===== src/rtl/bird_io_ctrl.sv =====
// bird_io_ctrl -- memory-mapped I/O block on the bird CPU bus.
//
// Decodes a 16-word window at BASE and provides an output port, a
// synchronised input port, an optional prescaled timer with a sticky
// compare flag, and a transmit FIFO drained over a valid/ready stream.
//
// Optional feature macro: BIRD_IO_TIMER_EN (timer, prescaler, CMP, match).
//
// Parameters:
//   BASE     - window base address, bits [15:4] compared
//   PRESCALE - timer ticks once every PRESCALE clocks (1..65535)
//   FIFO_AW  - TX FIFO depth is 2**FIFO_AW entries (1..7)
//
// Ports:
//   clk, rst          - clock, synchronous active-high reset
//   address, data_out - CPU bus address and write data
//   memwt             - CPU write strobe (qualified by hit)
//   hit, rdata        - combinational window decode and read data
//   in_port           - asynchronous external input
//   out_port          - output register
//   tx_data, tx_valid - FIFO head and not-empty
//   tx_ready          - consumer accepts head when tx_valid & tx_ready
module bird_io_ctrl #(
  parameter logic [15:0] BASE     = 16'hFF00,
  parameter int          PRESCALE = 1,
  parameter int          FIFO_AW  = 2
) (
  input  logic        clk,
  input  logic        rst,
  input  logic [15:0] address,
  input  logic [15:0] data_out,
  input  logic        memwt,
  output logic        hit,
  output logic [15:0] rdata,
  input  logic [15:0] in_port,
  output logic [15:0] out_port,
  output logic [15:0] tx_data,
  output logic        tx_valid,
  input  logic        tx_ready
);

  localparam int DEPTH = 1 << FIFO_AW;
  localparam logic [3:0] OFF_OUT    = 4'h0;
  localparam logic [3:0] OFF_IN     = 4'h1;
  localparam logic [3:0] OFF_TIMER  = 4'h2;
  localparam logic [3:0] OFF_CMP    = 4'h3;
  localparam logic [3:0] OFF_STATUS = 4'h4;
  localparam logic [3:0] OFF_TXDATA = 4'h5;
  localparam logic [FIFO_AW-1:0] PTR_ONE = 1;
  localparam logic [FIFO_AW:0]   LVL_ONE = 1;

  logic [3:0]  offset;
  logic        wr;
  logic [15:0] in_sync_p0;
  logic [15:0] in_sync_p1;
  logic        overflow;
  logic        match;

  logic [15:0]        mem [DEPTH];
  logic [FIFO_AW-1:0] wr_ptr;
  logic [FIFO_AW-1:0] rd_ptr;
  logic [FIFO_AW:0]   level;
  logic               full;
  logic               empty;
  logic               push_req;
  logic               push;
  logic               pop;
  logic               ovf_set;

  assign hit    = (address[15:4] == BASE[15:4]);
  assign offset = address[3:0];
  // A write in a reset cycle is ignored.
  assign wr     = memwt & hit & ~rst;

  // Output port
  always_ff @(posedge clk) begin
    if (rst)
      out_port <= '0;
    else if (wr && offset == OFF_OUT)
      out_port <= data_out;
  end

  // Input synchroniser: stage p0 catches the async input, p1 is the
  // metastability-settled value seen by the bus.
  always_ff @(posedge clk) begin
    if (rst) begin
      in_sync_p0 <= '0;
      in_sync_p1 <= '0;
    end else begin
      in_sync_p0 <= in_port;
      in_sync_p1 <= in_sync_p0;
    end
  end

`ifdef BIRD_IO_TIMER_EN
  localparam logic [15:0] PRESC_MAX = 16'(PRESCALE - 1);

  logic [15:0] presc_cnt;
  logic [15:0] count;
  logic [15:0] cmp;
  logic        tick;
  logic        wr_timer;
  logic        match_set;

  assign tick      = (presc_cnt == PRESC_MAX);
  assign wr_timer  = wr && offset == OFF_TIMER;
  // A TIMER write takes precedence over a tick in the same cycle, so
  // the suppressed tick cannot raise match either.
  assign match_set = tick && !wr_timer && (count == cmp);

  always_ff @(posedge clk) begin
    if (rst) begin
      presc_cnt <= '0;
      count     <= '0;
      cmp       <= 16'hFFFF;
      match     <= 1'b0;
    end else begin
      presc_cnt <= tick ? 16'h0000 : presc_cnt + 16'h0001;
      if (wr_timer)
        count <= data_out;
      else if (tick)
        count <= (count == cmp) ? 16'h0000 : count + 16'h0001;
      if (wr && offset == OFF_CMP)
        cmp <= data_out;
      // Set beats a same-cycle write-1-to-clear.
      if (match_set)
        match <= 1'b1;
      else if (wr && offset == OFF_STATUS && data_out[0])
        match <= 1'b0;
    end
  end
`else
  assign match = 1'b0;
`endif

  // TX FIFO
  assign full     = level[FIFO_AW];
  assign empty    = (level == '0);
  assign tx_valid = ~empty;
  assign tx_data  = empty ? 16'h0000 : mem[rd_ptr];
  assign pop      = tx_valid & tx_ready;
  assign push_req = wr && offset == OFF_TXDATA;
  // When full, a simultaneous pop frees the slot the push lands in.
  assign push     = push_req & (~full | pop);
  assign ovf_set  = push_req & full & ~pop;

  always_ff @(posedge clk) begin
    if (push)
      mem[wr_ptr] <= data_out;
  end

  always_ff @(posedge clk) begin
    if (rst) begin
      wr_ptr   <= '0;
      rd_ptr   <= '0;
      level    <= '0;
      overflow <= 1'b0;
    end else begin
      if (push)
        wr_ptr <= wr_ptr + PTR_ONE;
      if (pop)
        rd_ptr <= rd_ptr + PTR_ONE;
      if (push && !pop)
        level <= level + LVL_ONE;
      else if (pop && !push)
        level <= level - LVL_ONE;
      if (ovf_set)
        overflow <= 1'b1;
      else if (wr && offset == OFF_STATUS && data_out[3])
        overflow <= 1'b0;
    end
  end

  // Read mux: combinational and free of side effects.
  always_comb begin
    rdata = 16'h0000;
    if (hit) begin
      case (offset)
        OFF_OUT:    rdata = out_port;
        OFF_IN:     rdata = in_sync_p1;
`ifdef BIRD_IO_TIMER_EN
        OFF_TIMER:  rdata = count;
        OFF_CMP:    rdata = cmp;
`endif
        OFF_STATUS: rdata = {8'(level), 4'b0000, overflow, empty, full, match};
        default:    rdata = 16'h0000;
      endcase
    end
  end

endmodule

===== config.mk =====
export PLATFORM = sky130hd
export DESIGN_NAME = bird_io_ctrl
export DESIGN_NICKNAME = d
export VERILOG_FILES = /design/src/rtl/bird_io_ctrl.sv
export SDC_FILE = /design/constraint.sdc
export NUM_CORES = 1
export LEC_CHECK = 0
export ABC_AREA = 0
export CORE_AREA = 2 2 102 104
export CTS_CLUSTER_DIAMETER = 100
export CTS_CLUSTER_SIZE = 28
export DETAILED_ROUTE_END_ITERATION = 10
export DIE_AREA = 0 0 104 106
export PLACE_DENSITY = 0.77
export SLEW_MARGIN = 20
export SYNTH_ARGS = -nofsm -noshare
export SYNTH_HDL_FRONTEND = slang
export SYNTH_SLANG_ARGS = --single-unit

===== constraint.sdc =====
create_clock -name clk -period 4.07 [get_ports clk]
set_input_delay 0.814 -clock clk [delete_from_list [all_inputs] [get_ports clk]]
set_output_delay 0.814 -clock clk [all_outputs]
set_load 0.05 [all_outputs]

---- Word-level counts from Yosys, hierarchy flattened ----
Memories as Yosys holds them, arrays and structs flattened. A register that Yosys moved wholly into a read port is not among the register bits.
Cells that the tools add are included.
word-level totals
  register bits after elaboration ......... 56
  bits in writable memories ............... 64
  bits of input ports ..................... 52
  output and inout port bits .............. 50
  word-level logic and storage cells ...... 50
  memories ................................ 1
memories
  memory  depth  bits a word  rd ports  clocked after memory_dff  write ports  line  text
  mem     4      16           1         1                         1            59    logic [15:0] mem [DEPTH];
cells by class
  add/subtract/negate cells ............... 4
  equal/unequal tests ..................... 4
  mux-type cells .......................... 11
  bitwise gates (word level) .............. 11
  reduce and logical (&&, ||, !) cells .... 12
operators with widths
  operator              count
  $pmux 16 s3           1
  $mux 16               2
  $eq 12x12->1 const B  1
  $eq 4x3->1 const B    2
  $and 1x1->1           6
  $logic_and 1x1->1     6
  $mux 3                2
  $add 2x1->2 const B   2
  $eq 4x1->1 const B    1
  $logic_not 4->1       1
  $mux 1                4
  $mux 2                2
  $not 1->1             4
  $reduce_bool 2->1     2
  $add 3x1->3 const B   1
  $logic_not 3->1       1
  $sub 3x1->3 const B   1
  $logic_not 1->1       2
  $or 1x1->1            1

---- Longest topological paths before layout ----
  depth after elaboration ................. 9
  depth in mapped cells ................... 9

---- Worst setup path before layout ----
Ideal clock, no wire load.
  path type ............................... input to output
  start ................................... input port address[5]
  end ..................................... output port rdata[11]
  data arrival time ....................... 2,915 ps
  setup slack ............................. 341 ps
  stages .................................. 6
  buffers on the path ..................... 2
  path through ............................ or4_4 > or2_1 > or3_1 > buf_6 > buf_6 > nor2_1
between the ends
  word-level cells in the longest chain between the ends .. 2
ends and longest elaborated chain
  what             line  text
  start, declared  30    input logic [15:0] address,
  $eq 12x12->1     70    assign hit = (address[15:4] == BASE[15:4]);
  $mux 16          177   if (hit) begin
  end, declared    34    output logic [15:0] rdata,
Every way passes these cells.

---- Final worst setup path ----
  start ................................... input port address[5]
  end ..................................... output port rdata[15]
Same word-level chain as after synthesis.

==> flow_metrics.env <==
export IMPL_worst_setup_path_end_kind="output pin"
export IMPL_cp_data_arrival_time_ns=3.00
export IMPL_ant_nets=0
export IMPL_antenna_cells=0
export IMPL_area_delta_synth_final_pct=40.05
export IMPL_critPathKind="in2out"
export IMPL_grt_use_total=0.1885
export IMPL_viasPerCell=5.190
export IMPL_fin_skew_ns=0.01157
export IMPL_grt_pass1_wl_microns=16200
export IMPL_leakagePower_nw=2.298
export IMPL_critPathMaxFanout=16
export IMPL_cts_tree="done"
export IMPL_synthArstFlopShare=0
export IMPL_met2_usage=0.3299
export IMPL_netlist_area_sq_um=4802
export IMPL_ys_ff_latch=122
export IMPL_grt_met1_usage=0.2227
export IMPL_hold_ws_ns=0.4328
export IMPL_yosys_warnings=0
export IMPL_core_area_sq_um=10000
export IMPL_fillers=698
export IMPL_reg2regPathDepth=8
export IMPL_nets=534
export IMPL_num_vias=3244
export IMPL_io_buffers=101
export IMPL_die_h_microns=106
export IMPL_cp_required_ns=3.26
export IMPL_status="completed"
export IMPL_syn_inst=366
export IMPL_holdPathStages=1
export IMPL_clockBufferDepth=2
export IMPL_cts_sinks=122
export IMPL_finalHoldViolCount=0
export IMPL_setup_worst_path_start_class="input port"
export IMPL_max_slew_worst_pin_slew_ns=0.7282
export IMPL_grt_overflow=0
export IMPL_syn_area_per_cell_sq_um=13.12
export IMPL_finalCritPeriodShare=0.9376
export IMPL_gp_congestion=0.8430
export IMPL_clkTransAtPathRegs_ns=0.06
export IMPL_grt_busiest_layer="met2"
export IMPL_wl_microns=10150
export IMPL_finalSetupViolCount=0
export IMPL_dr_pass1_iters=5
export IMPL_post_cts_buffers=0
export IMPL_finalMaxSlewViolations=0
export IMPL_synth_edf_count=64
export IMPL_drive_gt1_frac=0.1718
export IMPL_rsz0062_at_grt="no"
export IMPL_cts_made_buffers=17
export IMPL_fp_dieArea_sq_um=11020
export IMPL_wl_per_cell_microns=16.23
export IMPL_grt_util_met3=0.05395
export IMPL_drc=0
export IMPL_syn_nets=424
export IMPL_cts_root_buf="clkbuf_8"
export IMPL_maxCapViolations=0
export IMPL_power_density_nw_per_um2=518.4
export IMPL_min_period_ns=3.816
export IMPL_insertion_delay_ns=0.51
export IMPL_num_rows=37
export IMPL_relSlewSlack=0.5139
export IMPL_ir_worst_vdd_mv=0.3391
export IMPL_synth_seq_area_share=0.6420
export IMPL_io_pins=102
export IMPL_grt_max_degree=58
export IMPL_drtIter0Drc=207
export IMPL_dp_hpwl_microns=6833
export IMPL_initial_utilization=0.4802
export IMPL_ys_types=36
export IMPL_die_w_microns=104
export IMPL_antenna_found_initial=0
export IMPL_holdCritPathClass="reg2reg"
export IMPL_h_tree_depth=4
export IMPL_grt_pass1_vias=3374
export IMPL_fmax_ghz=0.2620
export IMPL_finalSetupTns_ns=0
export IMPL_synthFlopType="edfxtp_1"
==> placed cells by master, fill, tap and decap left out, types with 3 or more instances in the layout <==
cell,n
buf_4,14
clkbuf_16,16
edfxtp_1,64
and2_1,18
or4_1,3
a21oi_1,27
ha_1,5
o21ai_0,9
o21ai_1,10
mux2i_1,4
nor4_1,4
clkdlybuf4s50_1,83
bufinv_16,3
mux4_2,16
buf_12,16
clkinvlp_4,3
and3_1,4
dfxtp_1,58
nand2b_1,4
inv_1,4
nand3_1,19
a22oi_1,10
xor2_1,4
nor2_1,26
nand2_1,5
nor2b_1,34
inv_6,5
==> worst paths after layout <==
check,startpoint,end,slack (ns)
worst min-delay path,in_sync_p0[1],in_sync_p1[1],0.43
worst min register to register,in_sync_p0[1],in_sync_p1[1],0.43
worst max-delay path,address[5],rdata[15],0.25
worst max register to register,level[0],level[2],1.52
==> through the flow <==
stage               utilization  setup WS, ns  area (sq um)  cells  total power, W
floorplan                     -        0.3409          4802    366        0.001793
global placement         0.6117        0.1265          6117    593        0.002002
detailed placement       0.6117       0.05447          6117    593        0.002014
CTS                      0.6720       0.04627          6720    625        0.003513
global route             0.6725        0.1938          6725    625        0.003603
finish                   0.6725        0.2539          6725    625        0.003486
==> sequential cells by signal (all words and copies together) (netlist names), named ones only <==
name and count:
rd_ptr 2, mem 64, level 3, in_sync_p1 16, wr_ptr 2, out_port 16
in_sync_p0 16, overflow 1
==> metal layers <==
metal  vias to the layer above  routed length, microns  part of all wire
met5                         -                       0                 0
met4                         0                     146             0.014
met3                        14                     570             0.056
met2                       117                    5240              0.52
met1                      1556                    4188              0.41
li1                       1557                       -                 -
==> worst max-delay path, cell delays in order <==
cell	delay, ns
clkdlybuf4s50_1	0.40
or4_4	0.57
or2_1	0.27
or3_4	0.50
nor2_1	0.27
buf_12	0.18
==> final cells by class <==
type	instances	area, sq um	share of cell area
clock buffers	17	414.1	0.06158
clock inverters	15	188.9	0.02809
inverters	4	15.01	0.002233
multi-input cells	217	1593	0.2368
flip-flops and latches	122	3083	0.4584
well taps	136	170.2	0.02530
repair buffers	114	1261	0.1875
==> report_power, final <==
group	total [W]	leakage [nW]	internal, W	switching (W)
registers	0.00134	1.05	0.00132	0.0000199
logic	0.000641	0.963	0.000261	0.000381
clock network	0.00150	0.286	0.000945	0.000558
total	0.00349	2.30	0.00253	0.000959
==> repair_timing <==
action,CTS,global route
gates resized for setup,0,1
endpoints found under the setup margin,0,11
hold buffers,0,0
==> cells in the mapped netlist, types with 5 or more instances <==
cell,count,area [sq um]
edfxtp_1,64,1922
dfxtp_1,58,1161
nor2b_1,34,212.7
a21oi_1,27,135.1
nor2_1,26,97.59
nand3_1,19,95.09
and2_1,18,112.6
mux4_2,16,360.4
clkbuf_1,14,52.55
a22oi_1,10,75.07
o21ai_1,10,50.05
o21ai_0,9,45.04
ha_1,5,62.56
nand2_1,5,18.77
==> cells by family (layout without fill, tap and decap cells) <==
family	count (synthesis)	after routing	share of synthesized area
simple gates	129	129	0.1537
flops	122	122	0.6420
compound gates	58	58	0.06722
buf+inv	27	150	0.02918
mux	20	20	0.08338
fa+ha+maj	6	6	0.01720
xor+xnor	4	4	0.007295
(Power assumes the default switching activity.)
